--- src/rtl/btn_debounce.sv ---
// btn_debounce: per-button 2-flop synchronizer, debounce FSM and press/release/long-press pulses.
// Define BTN_LONG_PRESS_EN to build in long-press detection; without it btn_long is tied low.
module btn_debounce #(
    parameter int N_BTN           = 2,
    parameter int DEBOUNCE_CYCLES = 270_000,
    parameter int LONG_CYCLES     = 27_000_000,
    parameter int CNT_W           = 25
) (
    input  logic             sys_clk,
    input  logic             sys_rst_n,
    input  logic [N_BTN-1:0] btn_raw,
    output logic [N_BTN-1:0] btn_level,
    output logic [N_BTN-1:0] btn_press,
    output logic [N_BTN-1:0] btn_release,
    output logic [N_BTN-1:0] btn_long
);

    typedef enum logic [1:0] {IDLE, PRESS_WAIT, HELD, RELEASE_WAIT} state_t;

    localparam logic [CNT_W-1:0] DEB_LAST = CNT_W'(DEBOUNCE_CYCLES - 1);
`ifdef BTN_LONG_PRESS_EN
    localparam logic [CNT_W-1:0] LONG_LAST = CNT_W'(LONG_CYCLES - 1);
`else
    logic unused_long_cfg;
    assign unused_long_cfg = (LONG_CYCLES > DEBOUNCE_CYCLES);
`endif

    // Synchronizer stages; pins idle high, so reset to the released value
    logic [N_BTN-1:0] sync_p0;
    logic [N_BTN-1:0] sync_p1;

    always_ff @(posedge sys_clk or negedge sys_rst_n) begin
        if (!sys_rst_n) begin
            sync_p0 <= '1;
            sync_p1 <= '1;
        end else begin
            sync_p0 <= btn_raw;
            sync_p1 <= sync_p0;
        end
    end

    for (genvar i = 0; i < N_BTN; i++) begin : g_btn
        state_t           state;
        logic [CNT_W-1:0] cnt;
        logic             level_r;
        logic             press_r;
        logic             release_r;
        logic             pressed;
`ifdef BTN_LONG_PRESS_EN
        logic             long_r;
        logic             long_done;
`endif

        assign pressed = ~sync_p1[i];

        always_ff @(posedge sys_clk or negedge sys_rst_n) begin
            if (!sys_rst_n) begin
                state     <= IDLE;
                cnt       <= '0;
                level_r   <= 1'b0;
                press_r   <= 1'b0;
                release_r <= 1'b0;
`ifdef BTN_LONG_PRESS_EN
                long_r    <= 1'b0;
                long_done <= 1'b0;
`endif
            end else begin
                press_r   <= 1'b0;
                release_r <= 1'b0;
`ifdef BTN_LONG_PRESS_EN
                long_r    <= 1'b0;
`endif
                case (state)
                    IDLE: begin
                        if (pressed) begin
                            state <= PRESS_WAIT;
                            cnt   <= '0;
                        end
                    end
                    PRESS_WAIT: begin
                        if (!pressed) begin
                            state <= IDLE;
                        end else if (cnt == DEB_LAST) begin
                            state     <= HELD;
                            level_r   <= 1'b1;
                            press_r   <= 1'b1;
                            cnt       <= '0;
`ifdef BTN_LONG_PRESS_EN
                            long_done <= 1'b0;
`endif
                        end else begin
                            cnt <= cnt + 1'b1;
                        end
                    end
                    HELD: begin
                        if (!pressed) begin
                            state <= RELEASE_WAIT;
                            cnt   <= '0;
                        end
`ifdef BTN_LONG_PRESS_EN
                        // Counter parks at LONG_LAST once fired: one pulse per hold, no wrap
                        else if (!long_done) begin
                            if (cnt == LONG_LAST) begin
                                long_r    <= 1'b1;
                                long_done <= 1'b1;
                            end else begin
                                cnt <= cnt + 1'b1;
                            end
                        end
`endif
                    end
                    RELEASE_WAIT: begin
                        // A bounce back to pressed keeps long_done, so a fired long press never re-arms
                        if (pressed) begin
                            state <= HELD;
                            cnt   <= '0;
                        end else if (cnt == DEB_LAST) begin
                            state     <= IDLE;
                            level_r   <= 1'b0;
                            release_r <= 1'b1;
                        end else begin
                            cnt <= cnt + 1'b1;
                        end
                    end
                    default: state <= IDLE;
                endcase
            end
        end

        assign btn_level[i]   = level_r;
        assign btn_press[i]   = press_r;
        assign btn_release[i] = release_r;
`ifdef BTN_LONG_PRESS_EN
        assign btn_long[i]    = long_r;
`else
        assign btn_long[i]    = 1'b0;
`endif
    end

endmodule

--- config.mk ---
export PLATFORM = sky130hd
export DESIGN_NAME = btn_debounce
export DESIGN_NICKNAME = d
export VERILOG_FILES = /design/src/rtl/btn_debounce.sv
export SDC_FILE = /design/constraint.sdc
export NUM_CORES = 1
export LEC_CHECK = 0
export BUFFER_PORTS_ARGS = -buffer_cell sky130_fd_sc_hd__buf_2
export CAP_MARGIN = 20
export CORE_UTILIZATION = 55
export DETAILED_ROUTE_END_ITERATION = 6
export PLACE_DENSITY = 0.72
export SLEW_MARGIN = 10
export SYNTH_ARGS = -nofsm -noshare
export SYNTH_HDL_FRONTEND = slang
export SYNTH_SLANG_ARGS = --single-unit
--- constraint.sdc ---
create_clock -name sys_clk -period 2.7 [get_ports sys_clk]
set_input_delay 0.27 -clock sys_clk [delete_from_list [all_inputs] [get_ports sys_clk]]
set_output_delay 0.27 -clock sys_clk [all_outputs]
set_load 0.03 [all_outputs]
==> reports/results.ini <==
[cells_and_area]
seqCellArea_mm2=0.001607
fill_cells=514
layout.nets=414
n_antenna_cell=0
layout-drive-gt1-share_pct=13.08
final_common_cell=dfrtp_1
area_growth_pct=11.64
fin_area_mm2=0.003985
multi_input_area_mm2=0.001813
final_cell_mix=60 x dfrtp_1, 38 x nor2_1, 28 x nand2_1
final_util_pct=65.37

[sta]
skew_ns=0.01077
finalCriticalPeriod_ns=2.606
clock.fmax_mhz=383.8
drv_slew=0
relSlewSlack_pct=51.25
rsz0062_at_grt=no
hold_slack_ns=0.02110
fin_tns_setup_ns=0
worst_pin_slew_ns=0.7256
finalSetupViolCount=0
timing.final.hold_violations=0
period_share_pct=96.50

[flow_run]
maxCapViolCount=0

[cts]
cts_buffer_depth=2
cts_buffers=9
cts_root_buffer=clkbuf_8
htree_levels=3
cts.sinks=64
cts_resized=0
path_clk_slew_ns=0.07
cts_tree=yes
clk_latency_ns=0.35
post_cts_buffers=0

[synthesis]
syn_area_per_cell_um2=9.200
synthDistinctLibCells=54
synth_ff_type=dfrtp_1
synth_top_area_share_pct=42.06
synth-simple-area-share_pct=30.49
synth_compound_area_share_pct=14.09
yosysSeqAreaShare_pct=45.01
synth-xor-area-share_pct=4.416
ys_top_cells_by_area=dfrtp_1 42%, nor2_1 4.0%, xor2_1 3.9%
ys_async_sr_fraction_pct=100.0
syn_area_mm2=0.003570
synth_top_family_by_area=simple AND/OR/NAND/NOR gates
synth_fa_ha_area_share_pct=0.7010
synth_cells=388
synth_edf_count=0
ys_ff_latch=64
synthMuxAreaShare_pct=0.8763
yosysWarnings=0
synth_largest_area_cell=dfrtp_1

[critical_path]
cp_slowest_cell=or4b_4
crit_path_cell_trace=or4b_4 > or4b_4 > o311a_1 > nor3b_1 > a221o_1
path_class=reg2reg
crit_top_cell=or4b_4
cp_data_arrival_time_ns=2.84
crit_fanout=5
rr_endpoint=g_btn[1].cnt[24]
max_stage_delay_ns=0.58
critPathCaptureType=register
required_ns=2.93
reg2reg_depth=5
setup.worst_path.start_class=register
reg2reg_slack_ns=0.09
r2r_start=g_btn[1].cnt[17]

[placement]
place.gp.congestion=0.8518
numPortBuffers=9
dpl-instance-area_mm2=0.003741
dp_hpwl_mm=5.324

[floorplan]
die_w_um=82.56
fp.dieH_um=82.56
ios=12
start_util_pct=58.56
core_mm2=0.006096
dieArea_mm2=0.006816
row_count=28

[worst_hold_path]
hold_path_startpoint=btn_raw[1]
hold_depth=1
min_path_type=in2reg
hold_end=sync_p0[1]

[routing]
wl_per_cell_um=16.07
first_pass_iters=5
vias=3003
via_per_inst=6.154
drtIter0Drc=184
drtAntennaViolNets=0
wirelength_mm=7.843
drc=0

[power_and_ir_drop]
peakVddDrop_v=0.0003782
power.density_mw_per_mm2=517.4
p_leak_nw=1.699

[global_route]
grt_pass1_wl_mm=13.18
first_global_vias=2747
grt_antenna_before_repair=0
grt.overflow.total=0
grtUsageTotal_pct=26.03
grt_max_degree=65

[status]
status=completed

-- report_power, final --
part / total (mW) / leakage, nW / switching, mW / internal [mW]
clock: 0.932 / 0.114 / 0.362 / 0.570
sequential: 1.01 / 0.870 / 0.0282 / 0.981
combinational: 0.121 / 0.716 / 0.0739 / 0.0471
-- cells by family (layout without fill, tap and decap cells) --
kind of cell    Yosys count  in the layout
simple gates            194            194
compound gates           77             77
flops                    64             64
buf+inv                  29             53
xor+xnor                 18             18
mux                       3              3
fa+ha+maj                 2              2
other cells               1              2
-- worst max path at each step --
stage / end / startpoint / depth (start not counted)
finish: g_btn[1].cnt[24] / g_btn[1].cnt[17] / 5
global route: g_btn[1].cnt[24] / g_btn[1].cnt[17] / 5
CTS: g_btn[1].cnt[24] / g_btn[1].cnt[17] / 5
detailed placement: g_btn[1].cnt[23] / g_btn[1].cnt[17] / 5
global placement: g_btn[1].cnt[24] / g_btn[1].cnt[17] / 5
floorplan: g_btn[1].cnt[24] / g_btn[1].cnt[17] / 5
-- worst max-delay path, delay by kind of cell, from the launching register on --
kind,cells,cell delay [ns]
and+or+nand+nor,3,1.33
AOI/OAI and AO/OA,2,0.74
DFF,1,0.41
-- cell usage after synthesis, drive strengths merged, types with 3 or more instances --
library cell and number:
or4b 4, dfrtp 60, and4 3, nor4 6, clkbuf 9, nor3 15, dfstp 4, a21oi 21
nor2b 8, nand4 17, buf 10, nor2 38, nand3 22, a22o 8, nand2b 4, or4 9
or3 13, o21ai 23, and3 11, and2 3, inv 10, nand2 28, nor4b 5, xor2 16
o31ai 8, nand4b 3
-- registers in the layout (all words and copies together) (netlist names), named ones only --
name             cells
g_btn.cnt           50
g_btn.level_r        2
g_btn.press_r        2
g_btn.release_r      2
g_btn.state          2
sync_p0              2
sync_p1              2
-- metrics by stage --
step / instances / power (mW) / worst slack [ns]
detailed placement: 470 / 1.145 / 0.1124
global placement: 470 / 1.141 / 0.1783
finish: 488 / 2.062 / 0.09443
floorplan: 389 / 1.094 / 0.2214
global route: 488 / 2.137 / 0.03379
CTS: 487 / 2.083 / 0.1016
-- layer usage --
layer	global-route usage, %	vias up	part of all wire, %
met3	6.264	7	3.9
li1	-	1463	-
met2	38.02	72	44
met4	9.310	0	1.3
met1	37.40	1461	51
met5	0	-	0
-- final cells by class --
type / instances / share of cell area [%]
Clock buffer: 13 / 3.987
Clock inverter: 3 / 1.633
Inverter: 10 / 0.9419
Multi-Input combinational cell: 296 / 45.49
Sequential cell: 64 / 40.31
Tap cell: 75 / 2.355
Timing Repair Buffer: 27 / 5.275
-- repair_timing --
item	in CTS	in global routing
setup endpoints to repair	0	0
endpoints found under the hold margin	60	1
hold buffers	1	1
No activity file was read; power rests on OpenSTA's default activity.
